==> src/rtl/pin_attempt_ctrl_pkg.sv <==
// Shared definitions for the PIN brute-force controller: state encoding,
// ASCII constants, the TX payload layout and the BCD-to-ASCII packing helper.
package pin_attempt_ctrl_pkg;

   localparam int unsigned STATE_W = 3;
   localparam int unsigned DIGIT_W = 4;
   localparam int unsigned DIGITS  = 4;
   localparam int unsigned PIN_W   = DIGIT_W * DIGITS;
   localparam int unsigned BYTE_W  = 8;
   localparam int unsigned TX_W    = BYTE_W * DIGITS;

   localparam logic [STATE_W-1:0] ST_IDLE        = 3'd0;
   localparam logic [STATE_W-1:0] ST_WAIT_PROMPT = 3'd1;
   localparam logic [STATE_W-1:0] ST_SEND        = 3'd2;
   localparam logic [STATE_W-1:0] ST_WAIT_TX     = 3'd3;
   localparam logic [STATE_W-1:0] ST_WAIT_RESULT = 3'd4;
   localparam logic [STATE_W-1:0] ST_ADVANCE     = 3'd5;
   localparam logic [STATE_W-1:0] ST_FOUND       = 3'd6;
   localparam logic [STATE_W-1:0] ST_EXHAUSTED   = 3'd7;

   localparam logic [BYTE_W-1:0] ASCII_ZERO       = 8'h30;
   localparam logic [BYTE_W-1:0] DEF_PROMPT_CHAR  = 8'h3A;
   localparam logic [BYTE_W-1:0] DEF_INVALID_CHAR = 8'h69;

   localparam logic [PIN_W-1:0] PIN_MAX = 16'h9999;

   // Four ASCII digits as sent on the wire; d0 is the least significant lane.
   typedef struct packed {
      logic [BYTE_W-1:0] d3;
      logic [BYTE_W-1:0] d2;
      logic [BYTE_W-1:0] d1;
      logic [BYTE_W-1:0] d0;
   } tx_word_t;

   function automatic tx_word_t pin_to_ascii(input logic [PIN_W-1:0] pin);
      tx_word_t w;
      w.d0 = ASCII_ZERO + BYTE_W'(pin[3:0]);
      w.d1 = ASCII_ZERO + BYTE_W'(pin[7:4]);
      w.d2 = ASCII_ZERO + BYTE_W'(pin[11:8]);
      w.d3 = ASCII_ZERO + BYTE_W'(pin[15:12]);
      return w;
   endfunction

   // States in which the loop is not actively working an attempt.
   function automatic logic is_settled(input logic [STATE_W-1:0] st);
      return (st == ST_IDLE) || (st == ST_FOUND) || (st == ST_EXHAUSTED);
   endfunction

   // States that only reset can leave.
   function automatic logic is_terminal(input logic [STATE_W-1:0] st);
      return (st == ST_FOUND) || (st == ST_EXHAUSTED);
   endfunction

endpackage

==> src/rtl/pin_attempt_ctrl_bcd_pin_counter.sv <==
// Four-digit BCD candidate counter, 0000..9999, ripple carry between digits.
// Holds at 9999; the controller decides what happens at the top.
module bcd_pin_counter
   import pin_attempt_ctrl_pkg::*;
(
   input  logic             clk,
   input  logic             rst,
   input  logic             inc,
   output logic [PIN_W-1:0] value,
   output logic             at_max
);

   logic [PIN_W-1:0] value_nxt;
   logic             carry;

   // Each digit rolls 9->0 and passes the carry up; a non-9 digit absorbs it.
   always_comb begin
      value_nxt = value;
      carry     = 1'b1;
      for (int d = 0; d < DIGITS; d++) begin
         if (carry) begin
            if (value[d*DIGIT_W +: DIGIT_W] == DIGIT_W'(9)) begin
               value_nxt[d*DIGIT_W +: DIGIT_W] = '0;
            end else begin
               value_nxt[d*DIGIT_W +: DIGIT_W] = value[d*DIGIT_W +: DIGIT_W] + DIGIT_W'(1);
               carry = 1'b0;
            end
         end
      end
   end

   assign at_max = (value == PIN_MAX);

   always_ff @(posedge clk or posedge rst) begin
      if (rst) begin
         value <= '0;
      end else if (inc && !at_max) begin
         value <= value_nxt;
      end
   end

endmodule

==> src/rtl/pin_attempt_ctrl.sv <==
// PIN brute-force sequencer: waits for the target's prompt, sends the current
// BCD candidate as four ASCII digits, then advances on reject or latches on silence.
module pin_attempt_ctrl
   import pin_attempt_ctrl_pkg::*;
#(
   parameter logic [7:0]  PROMPT_CHAR    = DEF_PROMPT_CHAR,
   parameter logic [7:0]  INVALID_CHAR   = DEF_INVALID_CHAR,
   parameter int unsigned SILENCE_CYCLES = 12_000_000
) (
   input  logic             clk,
   input  logic             rst,
   input  logic             start,
   input  logic             abort,
   input  logic             rx_valid,
   input  logic [7:0]       rx_data,
   output logic             tx_start,
   output logic [TX_W-1:0]  tx_data,
   input  logic             tx_done,
   output logic [PIN_W-1:0] pin_bcd,
   output logic             busy,
   output logic             found,
   output logic [PIN_W-1:0] found_pin,
   output logic             exhausted
);

   localparam int unsigned     CNT_W        = $clog2(SILENCE_CYCLES);
   localparam logic [CNT_W-1:0] SILENCE_LAST = CNT_W'(SILENCE_CYCLES - 1);

   logic [STATE_W-1:0] state;
   logic [STATE_W-1:0] state_nxt;
   logic [CNT_W-1:0]   silence_cnt;
   logic               pin_at_max;
   logic               is_prompt_c;
   logic               is_invalid_c;
   logic               silence_done_c;
   logic               pin_inc_c;
   logic               tx_start_nxt_c;

   assign is_prompt_c    = rx_valid && (rx_data == PROMPT_CHAR);
   assign is_invalid_c   = rx_valid && (rx_data == INVALID_CHAR);
   assign silence_done_c = !rx_valid && (silence_cnt == SILENCE_LAST);

   bcd_pin_counter u_pin_cnt (
      .clk    (clk),
      .rst    (rst),
      .inc    (pin_inc_c),
      .value  (pin_bcd),
      .at_max (pin_at_max)
   );

   // Next-state and strobe decode; abort wins over any non-terminal move.
   always_comb begin
      state_nxt      = state;
      pin_inc_c      = 1'b0;
      tx_start_nxt_c = 1'b0;

      case (state)
         ST_IDLE: begin
            if (start) state_nxt = ST_WAIT_PROMPT;
         end
         ST_WAIT_PROMPT: begin
            if (is_prompt_c) state_nxt = ST_SEND;
         end
         ST_SEND: begin
            state_nxt = ST_WAIT_TX;
         end
         ST_WAIT_TX: begin
            if (tx_done) state_nxt = ST_WAIT_RESULT;
         end
         ST_WAIT_RESULT: begin
            // A reject beats silence expiry; a bare prompt means resend the same PIN.
            if (is_invalid_c) begin
               state_nxt = ST_ADVANCE;
            end else if (is_prompt_c) begin
               state_nxt = ST_SEND;
            end else if (silence_done_c) begin
               state_nxt = ST_FOUND;
            end
         end
         ST_ADVANCE: begin
            state_nxt = pin_at_max ? ST_EXHAUSTED : ST_WAIT_PROMPT;
         end
         ST_FOUND: begin
            state_nxt = ST_FOUND;
         end
         ST_EXHAUSTED: begin
            state_nxt = ST_EXHAUSTED;
         end
         default: begin
            state_nxt = ST_IDLE;
         end
      endcase

      if (abort && !is_terminal(state)) begin
         state_nxt = ST_IDLE;
      end

      pin_inc_c      = (state == ST_ADVANCE) && (state_nxt == ST_WAIT_PROMPT);
      tx_start_nxt_c = (state == ST_SEND) && (state_nxt == ST_WAIT_TX);
   end

   always_ff @(posedge clk or posedge rst) begin
      if (rst) begin
         state <= ST_IDLE;
      end else begin
         state <= state_nxt;
      end
   end

   // Silence timer: zero outside WAIT_RESULT and on any byte, saturates at the last count.
   always_ff @(posedge clk or posedge rst) begin
      if (rst) begin
         silence_cnt <= '0;
      end else if ((state != ST_WAIT_RESULT) || rx_valid) begin
         silence_cnt <= '0;
      end else if (silence_cnt != SILENCE_LAST) begin
         silence_cnt <= silence_cnt + CNT_W'(1);
      end
   end

   always_ff @(posedge clk or posedge rst) begin
      if (rst) begin
         tx_start  <= 1'b0;
         tx_data   <= pin_to_ascii('0);
         busy      <= 1'b0;
         found     <= 1'b0;
         found_pin <= '0;
         exhausted <= 1'b0;
      end else begin
         tx_start  <= tx_start_nxt_c;
         tx_data   <= pin_to_ascii(pin_bcd);
         busy      <= !is_settled(state_nxt);
         found     <= (state_nxt == ST_FOUND);
         exhausted <= (state_nxt == ST_EXHAUSTED);
         if ((state != ST_FOUND) && (state_nxt == ST_FOUND)) begin
            found_pin <= pin_bcd;
         end
      end
   end

endmodule
==> config.mk <==
export PLATFORM = sky130hd
export DESIGN_NAME = pin_attempt_ctrl
export DESIGN_NICKNAME = d
export VERILOG_FILES = /design/src/rtl/pin_attempt_ctrl_pkg.sv /design/src/rtl/pin_attempt_ctrl_bcd_pin_counter.sv /design/src/rtl/pin_attempt_ctrl.sv
export SDC_FILE = /design/constraint.sdc
export NUM_CORES = 1
export LEC_CHECK = 0
export CAP_MARGIN = 20
export CORE_MARGIN = 3
export CORE_UTILIZATION = 50
export DETAILED_ROUTE_END_ITERATION = 12
export GPL_ROUTABILITY_DRIVEN = 0
export GPL_TIMING_DRIVEN = 0
export PLACE_DENSITY = 0.81
export SLEW_MARGIN = 20
export SYNTH_ARGS = -nofsm -noshare
export SYNTH_HDL_FRONTEND = slang
export SYNTH_SLANG_ARGS = --single-unit
export TNS_END_PERCENT = 100
==> constraint.sdc <==
create_clock -name clk -period 3.5 [get_ports clk]
set_input_delay 0.35 -clock clk [delete_from_list [all_inputs] [get_ports clk]]
set_output_delay 0.35 -clock clk [all_outputs]
set_load 0.005 [all_outputs]
Word-level counts from Yosys, hierarchy flattened
Index checks and enable logic that the tools add are counted.
{ "classes": {"muxes": 20, "reduce_logical": 22, "n_addsub": 9, "n_eq_ne": 22} }
{ "ops": {"columns": ["operator", "n"], "rows": [
  ["$mux W24", 2],
  ["$add A6 B4 Y7 const A", 4],
  ["$add A24 B1 Y24 const B", 1],
  ["$eq A24 B24 Y1 const B", 1],
  ["$mux W3", 8],
  ["$ne A24 B24 Y1 const B", 1],
  ["$pmux W3 S8", 1],
  ["$eq A3 B3 Y1 const B", 6],
  ["$add A4 B1 Y4 const B", 4],
  ["$eq A16 B16 Y1 const B", 1],
  ["$eq A4 B4 Y1 const B", 4],
  ["$mux W4", 4],
  ["$eq A3 B2 Y1 const B", 3],
  ["$eq A8 B6 Y1 const B", 1],
  ["$eq A8 B7 Y1 const B", 1],
  ["$logic_and A1 B1 Y1", 8],
  ["$eq A3 B1 Y1 const B", 2],
  ["$logic_not A3 Y1", 2],
  ["$ne A3 B3 Y1 const B", 2],
  ["$reduce_and A2 Y1", 3],
  ["$mux W1", 5],
  ["$logic_not A1 Y1", 4],
  ["$logic_or A1 B1 Y1", 4],
  ["$reduce_bool A2 Y1", 1]
]} }
{ "word_totals": {"elab_cells": 85, "inputBits": 14, "regBits": 94, "output_inout_bits": 68} }

Longest topological paths before layout
{ "logic_depth": {"depth_word": 11, "ltp_mapped": 9, "ltp_nobuf": 7} }

Modules after synthesis
A second synthesis with hierarchy kept.
{ "hier_totals": {"cells_unflattened": 339, "area_unflattened_um2": 3823.7} }
{ "modules_own_cells": {"columns": ["mod", "area_each_um2", "cells_each", "instances"], "rows": [
  ["pin_attempt_ctrl", 2962.8, 258, 1],
  ["bcd_pin_counter", 860.8, 81, 1]
]} }

Worst setup path before layout
No wires, ideal clock.
{ "synth_path": {"path_kind": "register to register", "startpoint": "register silence_cnt[0]", "endpoint": "register found_pin[0]", "synth_period_minus_slack_ns": 2.767, "path_buffers": 1, "required_ns": 3.375, "stages_incl_launch_ff": 9, "arrival_time_ns": 2.642, "setup_ns": 0.125, "setup_slack_ns": 0.733, "path_cell_list": "dfrtp_1 > ha_1 > nand2_2 > or4_4 > o41ai_4 > a41oi_2 > nor4_4 > buf_8 > mux2_4"} }
{ "synth_via": {"elab_chain_cells": 9} }
{ "synth_lines": {"columns": ["item", "line_no", "rtl"], "rows": [
  ["start: declaration", "pin_attempt_ctrl.sv:31", "logic [CNT_W-1:0] silence_cnt;"],
  ["start signal: assignment", "pin_attempt_ctrl.sv:117", "silence_cnt <= silence_cnt + CNT_W'(1);"],
  ["$eq A24 B24 Y1", "pin_attempt_ctrl.sv:41", "assign silence_done_c = !rx_valid && (silence_cnt == SILENCE_LAST);"],
  ["$logic_and A1 B1 Y1", "pin_attempt_ctrl.sv:41", null],
  ["$mux W3", "pin_attempt_ctrl.sv:76", "end else if (silence_done_c) begin"],
  ["$mux W3", "pin_attempt_ctrl.sv:74", "end else if (is_prompt_c) begin"],
  ["$mux W3", "pin_attempt_ctrl.sv:72", "if (is_invalid_c) begin"],
  ["$pmux W3 S8", "pin_attempt_ctrl.sv:57", "case (state)"],
  ["$mux W3", "pin_attempt_ctrl.sv:94", "if (abort && !is_terminal(state)) begin"],
  ["$eq A3 B3 Y1", "pin_attempt_ctrl.sv:135", "if ((state != ST_FOUND) && (state_nxt == ST_FOUND)) begin"],
  ["$logic_and A1 B1 Y1", "pin_attempt_ctrl.sv:135", null],
  ["end signal: assignment", "pin_attempt_ctrl.sv:136", "found_pin <= pin_bcd;"],
  ["end: declaration", "pin_attempt_ctrl.sv:22", "output logic [PIN_W-1:0] found_pin,"]
]} }
No other way between the ends.
A chain may end at the register's enable or synchronous reset.

Final worst setup path
{ "layout_path": {"startpoint": "input port rx_data[4]", "endpoint": "register found_pin[3]"} }
{ "layout_via": {"elab_chain_cells": 8, "word_cells_on_any_way": 11} }
{ "layout_lines": {"columns": ["item", "line_no", "rtl"], "rows": [
  ["start: declaration", "pin_attempt_ctrl.sv:15", "input logic [7:0] rx_data,"],
  ["$eq A8 B6 Y1", "pin_attempt_ctrl.sv:39", "assign is_prompt_c = rx_valid && (rx_data == PROMPT_CHAR);"],
  ["$logic_and A1 B1 Y1", "pin_attempt_ctrl.sv:39", null],
  ["$mux W3", "pin_attempt_ctrl.sv:74", null],
  ["$mux W3", "pin_attempt_ctrl.sv:72", null],
  ["$pmux W3 S8 *", "pin_attempt_ctrl.sv:57", null],
  ["$mux W3 *", "pin_attempt_ctrl.sv:94", null],
  ["via state_nxt[0]", "pin_attempt_ctrl.sv:30", "logic [STATE_W-1:0] state_nxt;"],
  ["$eq A3 B3 Y1 *", "pin_attempt_ctrl.sv:135", null],
  ["$logic_and A1 B1 Y1 *", "pin_attempt_ctrl.sv:135", null]
]} }
Mark *: on every way through the listed nets, which the timed path passes. The rest lies on a longest branch.

==> results.json <==
{
  "outcome": "finished, final reports clean",
  "yosys_register_bits": 79,
  "drtIter0Drc": 134,
  "rr_startpoint": "silence_cnt[0]",
  "synth_ff_type": "dfrtp_1",
  "route.detailed.wl_per_inst_um": 14.9,
  "dr.pass1.iters": 4,
  "synth_top_area_share_pct": 53.5,
  "yosysWarningCount": 0,
  "rows": 30,
  "p_per_area_nw_per_um2": 340,
  "drive_gt1_share_pct": 14.3,
  "maxSlewViolCount": 0,
  "required_ns": 3.73,
  "finalHoldViolations": 0,
  "rrSetupSlack_ns": 0.33,
  "root_buffer": "clkbuf_8",
  "synthTopCellsByArea": "dfrtp_1, xnor2_1, mux2_4, nor2_1, buf_4",
  "core_um2": 6980,
  "worst_clock_skew_ns": 0.00765,
  "startpoint": "rx_data[4]",
  "p_leak_nw": 2.01,
  "tightest_slew_ns": 0.634,
  "synth-async-reset-ratio_pct": 100,
  "cap_violations": 0,
  "ys_types": 51,
  "reg2reg_to": "found_pin[3]",
  "syn-instance-count": 331,
  "fmax_mhz": 315,
  "fp.dieW_um": 91.9,
  "clk_latency_ns": 0.35,
  "cts_tree": "done",
  "synth-edff-count": 0,
  "cts_max_level": 3,
  "finalNetCount": 437,
  "start_util_pct": 52.9,
  "grt_pass1_vias": 2805,
  "clk_pin_slew_worst_paths_ns": 0.08,
  "area_delta_synth_final_pct": 27.9,
  "ioPinCount": 82,
  "crit_arrival_ns": 3.41,
  "fillers": 540,
  "grt_start_max_net_pins": 41,
  "drt_wl_total_um": 7780,
  "crit_fanout": 10,
  "grt_pass1_wl_um": 13300,
  "place_ws_ns": 0.0150,
  "rsz0062_at_grt": "false",
  "die_h_um": 91.9,
  "min_period_ns": 3.18,
  "antenna_found_initial": 0,
  "ctsResizeCount": 0,
  "reg2reg_depth": 8,
  "end_kind": "flip-flop",
  "remaining_drc_errors": 0,
  "io_buffers": 65,
  "drt-vias-per-instance": 5.23,
  "ant_nets": 0,
  "setup_viol": 0,
  "diodes": 0,
  "cts_made_buffers": 9,
  "clock_path_buffers": 2,
  "cts.sinks": 79,
  "hold_buffers": 0,
  "syn-mean-instance-area_um2": 11.2,
  "hp-class": "input pin to asynchronous set/reset pin",
  "ir_drop_mv": 0.247,
  "whs_ns": 0.393,
  "utilization_pct": 67.6,
  "num_vias": 2735,
  "grtUsageTotal_pct": 19.6,
  "critical_path.startpoint_type": "input pin",
  "path_class": "input pin to flip-flop",
  "cts_setup_buffers": 0,
  "ys_seq_area_share_pct": 53.5,
  "fin_area_um2": 4720,
  "relSlewSlack_pct": 57.4,
  "post-dp-hpwl_um": 5550,
  "dieArea_um2": 8450,
  "syn-cell-area_um2": 3690,
  "timing.final.crit_share_pct": 90.8,
  "dpl_cell_area_um2": 4540,
  "grt_overflow": 0,
  "yosysTopAreaCell": "dfrtp_1",
  "fin_ws_ns": 0.323
}
metal layers:
layer	global-route usage (%)	routed length [µm]	up-vias
met5	0	0	-
met2	31.9	3730	62
li1	-	-	1302
met1	24.3	3430	1361
met4	7.05	104	0
met3	6.97	515	10
how the worst max path moves through the flow:
stage | end | slack (ns) | depth (start not counted)
after global placement | tx_data[24] | -0.07 | 2
after CTS | found_pin[3] | 0.37 | 7
final | found_pin[3] | 0.32 | 8
after global routing | found_pin[3] | 0.20 | 8
after detailed placement | found_pin[8] | 0.01 | 8
after floorplan | found_pin[0] | 0.73 | 8
critical path: stages:
cell,delay (ns)
clkdlybuf4s50_1,0.47
nor4bb_1,0.48
nand3_1,0.26
o311ai_0,0.55
nor2_1,0.21
nor4_4,0.52
buf_8,0.26
mux2_4,0.31
flip-flops by register name, summed over array words and instances (netlist names):
signal           flops
tx_data             16
found_pin           16
silence_cnt         24
state                3
found                1
busy                 1
exhausted            1
u_pin_cnt.value     16
tx_start             1
stage by stage:
step | setup TNS [ns] | total power, mW | instances
2_1_floorplan | 0 | 0.969 | 345
6_report | 0 | 1.61 | 523
5_1_grt | 0 | 1.67 | 523
3_3_place_gp | -5.41 | 0.993 | 506
3_5_place_dp | 0 | 0.997 | 507
4_1_cts | 0 | 1.62 | 523
layout by cell type, fill, tap and decap left out, drive strengths merged, types with 4 or more instances in the layout:
cell type	count
nor2b	5
nor4b	5
clkdlybuf4s50	65
clkbuf	22
nand4	4
o21ai	13
inv	12
nor2	39
dfrtp	79
nand2b	5
conb	16
nand2	16
nor3	8
buf	18
nand3	11
xnor2	26
nor4	13
nor3b	5
mux2	16
area by class of cell:
| type | count | area (µm²) | area share (%) |
|---|---|---|---|
| sequential | 79 | 1980 | 41.9 |
| multi-input combinational | 227 | 1550 | 32.8 |
| timing repair buffer | 66 | 671 | 14.2 |
| buffer | 28 | 176 | 3.74 |
| clock buffer | 11 | 141 | 2.99 |
| tap | 96 | 120 | 2.54 |
| inverter | 11 | 43.8 | 0.927 |
| clock inverter | 5 | 42.5 | 0.901 |
synth_stat cells (all sizes together) (2+ instances only):
cell	n
a21o	2
a21oi	3
a22o	2
a41o	2
and3	3
buf	17
clkbuf	11
conb	2
dfrtp	79
inv	11
mux2	16
nand2	16
nand2b	5
nand3	11
nand4	4
nand4bb	3
nor2	39
nor2b	5
nor3	8
nor3b	5
nor4	13
nor4b	5
nor4bb	3
o21ai	13
or2	3
or3	3
or4	3
xnor2	26
xor2	3
cells by family after synthesis:
logic type / after synthesis / share of synthesized area [%]
other: 2 / 0.203
flip-flops: 79 / 53.5
AO/OA/AOI/OAI: 30 / 6.10
AND/OR/NAND/NOR: 134 / 20.9
adder cells (fa/ha/maj): 1 / 0.339
multiplexers: 17 / 6.17
XOR/XNOR: 29 / 6.88
buffers and inverters: 39 / 5.90
power by group:
| part | internal, mW | switching [mW] |
|---|---|---|
| Combinational | 0.0313 | 0.0335 |
| Sequential | 0.913 | 0.000372 |
| Clock | 0.283 | 0.344 |
Power figures use the tool's default switching activity.
